--- config.mk ---
export PLATFORM = sky130hd
export DESIGN_NAME = imem_prog_ctrl
export DESIGN_NICKNAME = d
export VERILOG_FILES = /design/src/rtl/imem_pkg.sv /design/src/rtl/imem_prog_ctrl_edge_detect.sv /design/src/rtl/imem_prog_ctrl.sv
export SDC_FILE = /design/constraint.sdc
export NUM_CORES = 2
export LEC_CHECK = 0
export BUFFER_PORTS_ARGS = -buffer_cell sky130_fd_sc_hd__buf_4
export CAP_MARGIN = 20
export CELL_PAD_IN_SITES_DETAIL_PLACEMENT = 1
export CELL_PAD_IN_SITES_GLOBAL_PLACEMENT = 2
export CORE_MARGIN = 4
export CORE_UTILIZATION = 51
export CTS_BUF_LIST = sky130_fd_sc_hd__clkbuf_16
export DETAILED_ROUTE_END_ITERATION = 12
export PLACE_DENSITY = 0.76
export SYNTH_ARGS = -nofsm -noshare
export SYNTH_HDL_FRONTEND = slang
export SYNTH_HIERARCHICAL = 1
export SYNTH_SLANG_ARGS = --single-unit
--- constraint.sdc ---
create_clock -name clk -period 3.6 [get_ports clk]
set_input_delay 0.54 -clock clk [delete_from_list [all_inputs] [get_ports clk]]
set_output_delay 0.54 -clock clk [all_outputs]
set_load 0.02 [all_outputs]
--- src/rtl/imem_pkg.sv ---
// Shared definitions for the instruction-memory programming controller:
// controller states, the default no-op word and address-width helpers.
package imem_pkg;

   typedef enum logic [1:0] {
      ST_IDLE = 2'd0,
      ST_PROG = 2'd1,
      ST_RUN  = 2'd2
   } state_e;

   // RV32I "addi x0, x0, 0"
   localparam logic [31:0] IMEM_NOP_WORD = 32'h0000_0013;

   function automatic int addr_w(input int depth);
      return $clog2(depth);
   endfunction

   function automatic bit is_pow2(input int depth);
      return (depth >= 4) && ((depth & (depth - 1)) == 0);
   endfunction

endpackage

--- src/rtl/imem_prog_ctrl_edge_detect.sv ---
// Rising-edge detector producing a one-cycle pulse; an input already high
// across reset release is not treated as a new edge.
module edge_detect (
   input  logic clk,
   input  logic reset,
   input  logic din,
   output logic pulse
);

   logic din_p1;
   logic blk_p1;

   // Stage p1: previous input value, plus a one-cycle mask after reset
   always_ff @(posedge clk) begin
      if (reset) begin
         din_p1 <= 1'b0;
         blk_p1 <= din;
      end else begin
         din_p1 <= din;
         blk_p1 <= 1'b0;
      end
   end

   assign pulse = din & ~din_p1 & ~blk_p1;

endmodule

--- src/rtl/imem_prog_ctrl.sv ---
// Instruction-memory programming controller: button-style pointer control
// and word writes while idle/programming, zero-latency CPU fetch in RUN.
module imem_prog_ctrl
   import imem_pkg::*;
#(
   parameter int               XLEN     = 32,
   parameter int               DEPTH    = 64,
   parameter bit               AUTO_INC = 1'b0,
   parameter logic [XLEN-1:0]  NOP_WORD = XLEN'(IMEM_NOP_WORD),
   localparam int              AW       = addr_w(DEPTH)
) (
   input  logic            clk,
   input  logic            reset,
   input  logic            start,
   input  logic [XLEN-1:0] Imem_write_instr,
   input  logic            Imem_write_en,
   input  logic            Up,
   input  logic            Down,
   input  logic            Set,
   input  logic [AW-1:0]   set_addr,
   input  logic [XLEN-1:0] fetch_pc,
   output logic [XLEN-1:0] fetch_instr,
   output logic [AW-1:0]   prog_ptr,
   output logic            running,
   output logic            prog_err
);

   logic up_e, dn_e, set_e, wr_e;

   edge_detect u_up  (.clk(clk), .reset(reset), .din(Up),            .pulse(up_e));
   edge_detect u_dn  (.clk(clk), .reset(reset), .din(Down),          .pulse(dn_e));
   edge_detect u_set (.clk(clk), .reset(reset), .din(Set),           .pulse(set_e));
   edge_detect u_wr  (.clk(clk), .reset(reset), .din(Imem_write_en), .pulse(wr_e));

   state_e          state;
   logic [XLEN-1:0] mem [DEPTH];
   logic            any_e;
   logic            wr_ok;
   logic [AW-1:0]   ptr_nxt;
   logic [AW-1:0]   fetch_idx;
   logic            pc_ok;

   assign any_e = up_e | dn_e | set_e | wr_e;
   assign wr_ok = wr_e && (state != ST_RUN) && !reset;

   // Set beats Up/Down; opposing Up/Down cancel; auto-increment only when idle otherwise
   always_comb begin
      ptr_nxt = prog_ptr;
      if (set_e)
         ptr_nxt = set_addr;
      else if (up_e && dn_e)
         ptr_nxt = prog_ptr;
      else if (up_e)
         ptr_nxt = prog_ptr + 1'b1;
      else if (dn_e)
         ptr_nxt = prog_ptr - 1'b1;
      else if (AUTO_INC && wr_ok)
         ptr_nxt = prog_ptr + 1'b1;
   end

   always_ff @(posedge clk) begin
      if (reset) begin
         state    <= ST_IDLE;
         prog_ptr <= '0;
         running  <= 1'b0;
         prog_err <= 1'b0;
      end else begin
         prog_ptr <= ptr_nxt;
         if (wr_e && state == ST_RUN)
            prog_err <= 1'b1;
         case (state)
            ST_IDLE: begin
               if (start) begin
                  state   <= ST_RUN;
                  running <= 1'b1;
               end else if (any_e) begin
                  state   <= ST_PROG;
               end
            end
            ST_PROG: begin
               if (start) begin
                  state   <= ST_RUN;
                  running <= 1'b1;
               end
            end
            ST_RUN: begin
               if (!start && any_e) begin
                  state   <= ST_PROG;
                  running <= 1'b0;
               end
            end
            default: begin
               state   <= ST_IDLE;
               running <= 1'b0;
            end
         endcase
      end
   end

   // Memory is data only: survives reset, written with the pre-move pointer
   always_ff @(posedge clk) begin
      if (wr_ok)
         mem[prog_ptr] <= Imem_write_instr;
   end

   assign fetch_idx   = fetch_pc[AW+1:2];
   assign pc_ok       = ((fetch_pc >> (AW + 2)) == '0) && (fetch_pc[1:0] == 2'b00);
   assign fetch_instr = (state == ST_RUN && pc_ok) ? mem[fetch_idx] : NOP_WORD;

endmodule

After elaboration in Yosys (flattened, before gate mapping)
Memory sizes are Yosys's and may differ from the RTL's.
Index checks and enable logic that the tools add are counted.
Word-level totals
  bits in registers: 18
  input bits: 77
  memories kept: 1
  word-level logic and storage cells: 74
  RAM bits: 2048
Operators by class
  reductions and logical operators: 17
  add/subtract/negate cells: 2
  eq/ne operators: 8
  muxes and demuxes: 15
  bitwise operators: 19
Memories
  mem: depth 64, width 32, rd ports 1, clocked after Yosys merged registers in 0, write ports 1, line imem_prog_ctrl.sv:36  | logic [XLEN-1:0] mem [DEPTH];
Operators with widths (number)
  zero test 32 bit: 1
  2-to-1 mux 32 bit: 1
  2-to-1 mux 6 bit: 4
  bitwise AND 1 bit: 8
  2-to-1 mux 2 bit: 4
  NOT 1 bit: 8
  logical AND 1 bit: 7
  adder 6 x 1 -> 6 bit, second input constant: 1
  inequality test 2 bit, second input constant: 3
  case mux 2 bit (3 select lines): 1
  subtractor 6 x 1 -> 6 bit, second input constant: 1
  zero test 2 bit: 2
  2-to-1 mux 1 bit: 4
  inequality test 2 x 1 -> 1 bit, second input constant: 2
  AND reduction 2 bit: 2
  inequality test 3 bit, second input constant: 1
  OR 1 bit: 3
  AND reduction 3 bit: 1
  nonzero test 3 bit: 1
  == test 2 x 1 -> 1 bit, second input constant: 1
  == test 2 bit, second input constant: 1
  zero test 1 bit: 2
  case mux 1 bit (2 select lines): 1
  OR reduction 2 bit: 1

Longest topological paths before layout
  depth in word-level cells: 9
  depth in mapped cells: 11
  gate-level depth less buffers: 9

By module
Netlist, hierarchy kept.
Modules (own cells, without submodules)
  imem_prog_ctrl: area an instance 79191.0 um^2, cells each 3453, instances 1
  edge_detect: area an instance 68.8 um^2, cells each 5, instances 4

Worst setup path before layout
Ideal clock, no wire load.
  path kind: input port to flip-flop
  start: input Imem_write_en
  end: memory mem[59][0] (enable)
  setup time: 421 ps
  arrival: 2871 ps
  setup slack: 308 ps
  stages: 4
  buffers on the path: 0
  cells stage by stage: nor3b_2 nor4bb_1 nand3_1 nor2_1
Between the ends
  word-level cells in the longest chain between the ends: 6
Ends and longest elaborated chain
  start, declared: line imem_prog_ctrl.sv:16  | input logic Imem_write_en,
  bitwise AND 1 bit (2 in a row): line imem_prog_ctrl_edge_detect.sv:24  | assign pulse = din & ~din_p1 & ~blk_p1;
  logical AND 1 bit (2 in a row): line imem_prog_ctrl.sv:44  | assign wr_ok = wr_e && (state != ST_RUN) && !reset;
  2-to-1 mux 1 bit: line imem_prog_ctrl.sv:102  | if (wr_ok)
  2-to-1 mux 1 bit (implied by the code): line imem_prog_ctrl.sv:103  | mem[prog_ptr] <= Imem_write_instr;
  end, declared: line imem_prog_ctrl.sv:36
Every way passes these cells.

Final worst setup path
  start: register state[0]
  end: output fetch_instr[20]
Between the ends
  word-level cells in the longest chain between the ends: 3
Ends and longest elaborated chain
  start, declared: line imem_prog_ctrl.sv:35  | state_e state;
  start signal, assigned: line imem_prog_ctrl.sv:63  | state <= ST_IDLE;
  start signal, assigned: line imem_prog_ctrl.sv:74  | state <= ST_RUN;
  start signal, assigned: line imem_prog_ctrl.sv:77  | state <= ST_PROG;
  == test 2 bit: line imem_prog_ctrl.sv:108  | assign fetch_instr = (state == ST_RUN && pc_ok) ? mem[fetch_idx] : NOP_WORD;
  logical AND 1 bit: line imem_prog_ctrl.sv:108
  2-to-1 mux 32 bit: line imem_prog_ctrl.sv:108
  end, declared: line imem_prog_ctrl.sv:22  | output logic [XLEN-1:0] fetch_instr,
Every way passes these cells.

==> run_results.csv <==
group,metric,value,unit
clocking,h-tree-depth,4,
placed_design,place_ws,-483,ps
power_and_ir_drop,p_seq_share,53.0,%
sta,setup_ws,-154,ps
global_route,antenna_found_initial,4,
sta,fin_setup_tns,-2000,ps
clocking,cts_max_path_buffers,3,
worst_setup_path,path_cells,"nor4b_4 -> buf_4 -> nand4_1 -> buf_6 -> or3_4 -> nor2_4 -> buf_12 -> a22oi_2 -> o21ai_2 -> buf_6 -> buf_6",
cells_and_area,fin_cells,6145,
synth,syn_nets,3555,
cells_and_area,nets,4019,
route,drt-initial-drc-count,5169,
synth,ys_top_cells_by_area,"edfxtp_1 77%, mux4_2 14%, mux2i_1 2.1%",
worst_setup_path,critPathMaxStageDelay,470,ps
sta,max_slew.worst_pin.slew,1020,ps
global_route,grt_overflow,0,
global_route,grt_first_pass_wirelength,335,mm
synth,syn_area_per_cell,22.9,um^2
power_and_ir_drop,swShare,20.9,%
clocking,path_clk_slew,50,ps
flow_run,drv_cap,0,
worst_setup_path,reg2reg_from,"u_wr/din_p1",
cells_and_area,stdcell_area,0.0933,mm^2
placed_design,port_buffers,116,
synth,synth-edff-count,2048,
synth,yosys.area.top_type_share,77.4,%
hold_path,hold_depth,2,
worst_setup_path,cp-end-kind,"output pin",
sta,hold_slack,64.5,ps
clocking,cts_tree,"done",
placed_design,dp_cells,5752,
global_route,grt_usage,29.7,%
worst_setup_path,timing.rr.end,"mem[38][29]",
worst_setup_path,crit_fanout,6,
synth,synth_ff_type,"edfxtp_1",
placed_design,placed_area,0.0859,mm^2
worst_setup_path,r2r_slack,860,ps
clocking,insertion_delay,830,ps
clocking,cts_made_buffers,206,
power_and_ir_drop,p_sw,10.5,mW
worst_setup_path,rr_worst_depth,5,
route,vias,41300,
worst_setup_path,path_buf_inv,5,
run_status,outcome,"complete, but fails checks",
route,avgViaCountPerCell,6.72,
power_and_ir_drop,ir_worst_vdd,0.485,mV
sta,slew_headroom,31.8,%
hold_path,hold_path.class,"input port to flip-flop",
synth,syn_inst,3473,
synth,synth_seq_cells,2066,
cells_and_area,n_fill_cell,12400,
clocking,cts_root_buf,"clkbuf_16",
worst_setup_path,critPathLaunchType,"flip-flop",
route,dr.pass1.iters,5,
worst_setup_path,criticalPathCategory,"flip-flop to output pin",
cells_and_area,syn_to_final_growth,17.4,%
synth,ys_seq_area_share,77.8,%
global_route,grt_pass1_vias,43300,
sta,period_needed,3750,ps
die,num_rows,144,
die,coreArea,0.154,mm^2
sta,hold_violations,0,
power_and_ir_drop,comb_power_share,5.2,%
power_and_ir_drop,p_int,39.6,mW
power_and_ir_drop,power,50.1,mW
power_and_ir_drop,clkPwrFrac,41.8,%
route,wl_per_cell,38.8,um
die,die_h,403,um
route,ant_nets,0,
synth,yosys_warnings,6,
sta,clock_skew,35.3,ps
sta,finalCritPeriodShare,104,%
die,fp.dieW,403,um
die,start_util,51.5,%
worst_setup_path,path_delay_family,"simple AND/OR/NAND/NOR gates",
synth,netlist_area,0.0795,mm^2
placed_design,routabilityCongestion,0.823,
die,dieArea,0.162,mm^2
global_route,grt_max_degree,66,
sta,setup_viol,27,
power_and_ir_drop,leakage,30.0,nW
hold_path,min-delay-start,"reset",
cells_and_area,layout-drive-gt1-share,33.6,%
cells_and_area,final_core_util,60.4,%
cells_and_area,ff_latch_area,0.0619,mm^2
synth,synth_cell_types,63,
route,finalWirelength,238,mm
placed_design,dp.final_hpwl,133,mm
worst_setup_path,worstPathRequired,3060,ps
run_status,violations,"setup timing",
hold_path,holdPathEnd,"prog_ptr[2]",
synth,async_flop_share,0,%
clocking,cts.sinks,2066,
die,ios,117,
sta,rsz0062_at_grt,"true",
worst_setup_path,slowest_stage,"or3_4",
sta,drv_slew,0,
worst_setup_path,path_common_cell,"buf_6",
worst_setup_path,worstPathArrival,3210,ps
sta,max_freq,266,MHz
power_and_ir_drop,p_per_area,537,mW/mm^2
cells_and_area,multi_input_area,0.0173,mm^2
route,drc,0,
synth,yosysTopAreaCell,"edfxtp_1",
[flip-flops by register name, indices dropped and copies added, names as in the netlist]
| signal | cells |
|---|---|
| mem | 2048 |
| prog_err | 1 |
| prog_ptr | 6 |
| running | 1 |
| state | 2 |
| u_dn/blk_p1 | 1 |
| u_dn/din_p1 | 1 |
| u_set/blk_p1 | 1 |
| u_set/din_p1 | 1 |
| u_up/blk_p1 | 1 |
| u_up/din_p1 | 1 |
| u_wr/blk_p1 | 1 |
| u_wr/din_p1 | 1 |
[cell type report]
| class | count | area share [%] |
|---|---|---|
| repair buffers | 446 | 5.34 |
| multi-input cells | 1208 | 18.6 |
| flip-flops and latches | 2066 | 66.3 |
| clock buffers | 210 | 5.63 |
| well taps | 2044 | 2.74 |
| inverters | 9 | 0.0416 |
| diodes | 2 | 0.00536 |
| clock inverters | 160 | 1.39 |
[power by group through the flow]
stage,clock network (mW),registers (mW),logic [mW]
3_5_place_dp,0,27.1,2.52
5_1_grt,22.4,26.5,2.73
6_report,21.0,26.6,2.59
2_1_floorplan,0,27.1,1.36
4_1_cts,21.2,26.6,2.58
3_3_place_gp,0,27.1,2.42
[metal layers]
layer | GRT usage [%] | share of wire, % | wire [um]
met1 | 41.6 | 38 | 90400
met2 | 47.6 | 49 | 116000
met3 | 5.81 | 9.6 | 23000
met4 | 10.3 | 3.8 | 9040
met5 | 0 | 0.0042 | 10
[cell families (layout without fill, tap and decap cells)]
family / Yosys count / in the layout / share of synthesized area [%]
adder cells (fa/ha/maj): 5 / 5 / 0.0882
buffers and inverters: 199 / 825 / 1.53
AO/OA/AOI/OAI: 279 / 279 / 2.66
multiplexers: 671 / 671 / 16.3
AND/OR/NAND/NOR: 248 / 248 / 1.48
other: 0 / 2 / 0
flip-flops: 2066 / 2066 / 77.8
XOR/XNOR: 5 / 5 / 0.0551
[cells in the mapped netlist (14+ instances only)]
cell type,count
mux4_2,501
a21oi_1,33
nor3_1,20
buf_6,33
buf_2,50
mux2i_1,170
a22oi_1,63
edfxtp_1,2048
nand2_1,50
nand3_1,24
a221oi_1,55
dfxtp_1,18
clkbuf_1,71
a221o_1,26
nor2_1,99
buf_4,14
o21ai_1,28
[cell usage in the layout (no fill, tap or decap), types with 19 or more instances in the layout]
cell,Yosys,routed
a22oi_1,63,44
edfxtp_1,2048,2048
nand2_1,50,34
a221oi_1,55,55
clkbuf_16,0,211
mux2i_1,170,170
clkinv_1,1,42
a221o_1,26,25
clkinv_2,0,38
buf_4,14,283
buf_6,33,35
buf_12,1,106
bufinv_16,0,22
nor2_4,0,68
nand3_1,24,20
mux4_2,501,501
a22oi_2,0,19
a21oi_1,33,33
nor2_1,99,30
inv_1,7,54
[how the worst max path moves through the flow]
stage,startpoint,cells after the start,slack (ps),to
floorplan,Imem_write_en,4,310,mem[59][0]
global placement,fetch_pc[2],8,-440,fetch_instr[2]
detailed placement,fetch_pc[2],8,-480,fetch_instr[2]
CTS,state[0],12,-270,fetch_instr[20]
global route,state[0],11,-250,fetch_instr[20]
finish,state[0],11,-150,fetch_instr[20]
[what timing repair did]
action | CTS | global route
hold buffers | 11 | 0
setup buffers | 5 | 4
resized for setup | 98 | 45
gates cloned | 2 | 1
pin swaps | 25 | 15
hold endpoints to repair | 16 | 0
setup endpoints to repair | 32 | 32
No activity file was read; power rests on OpenSTA's default activity.
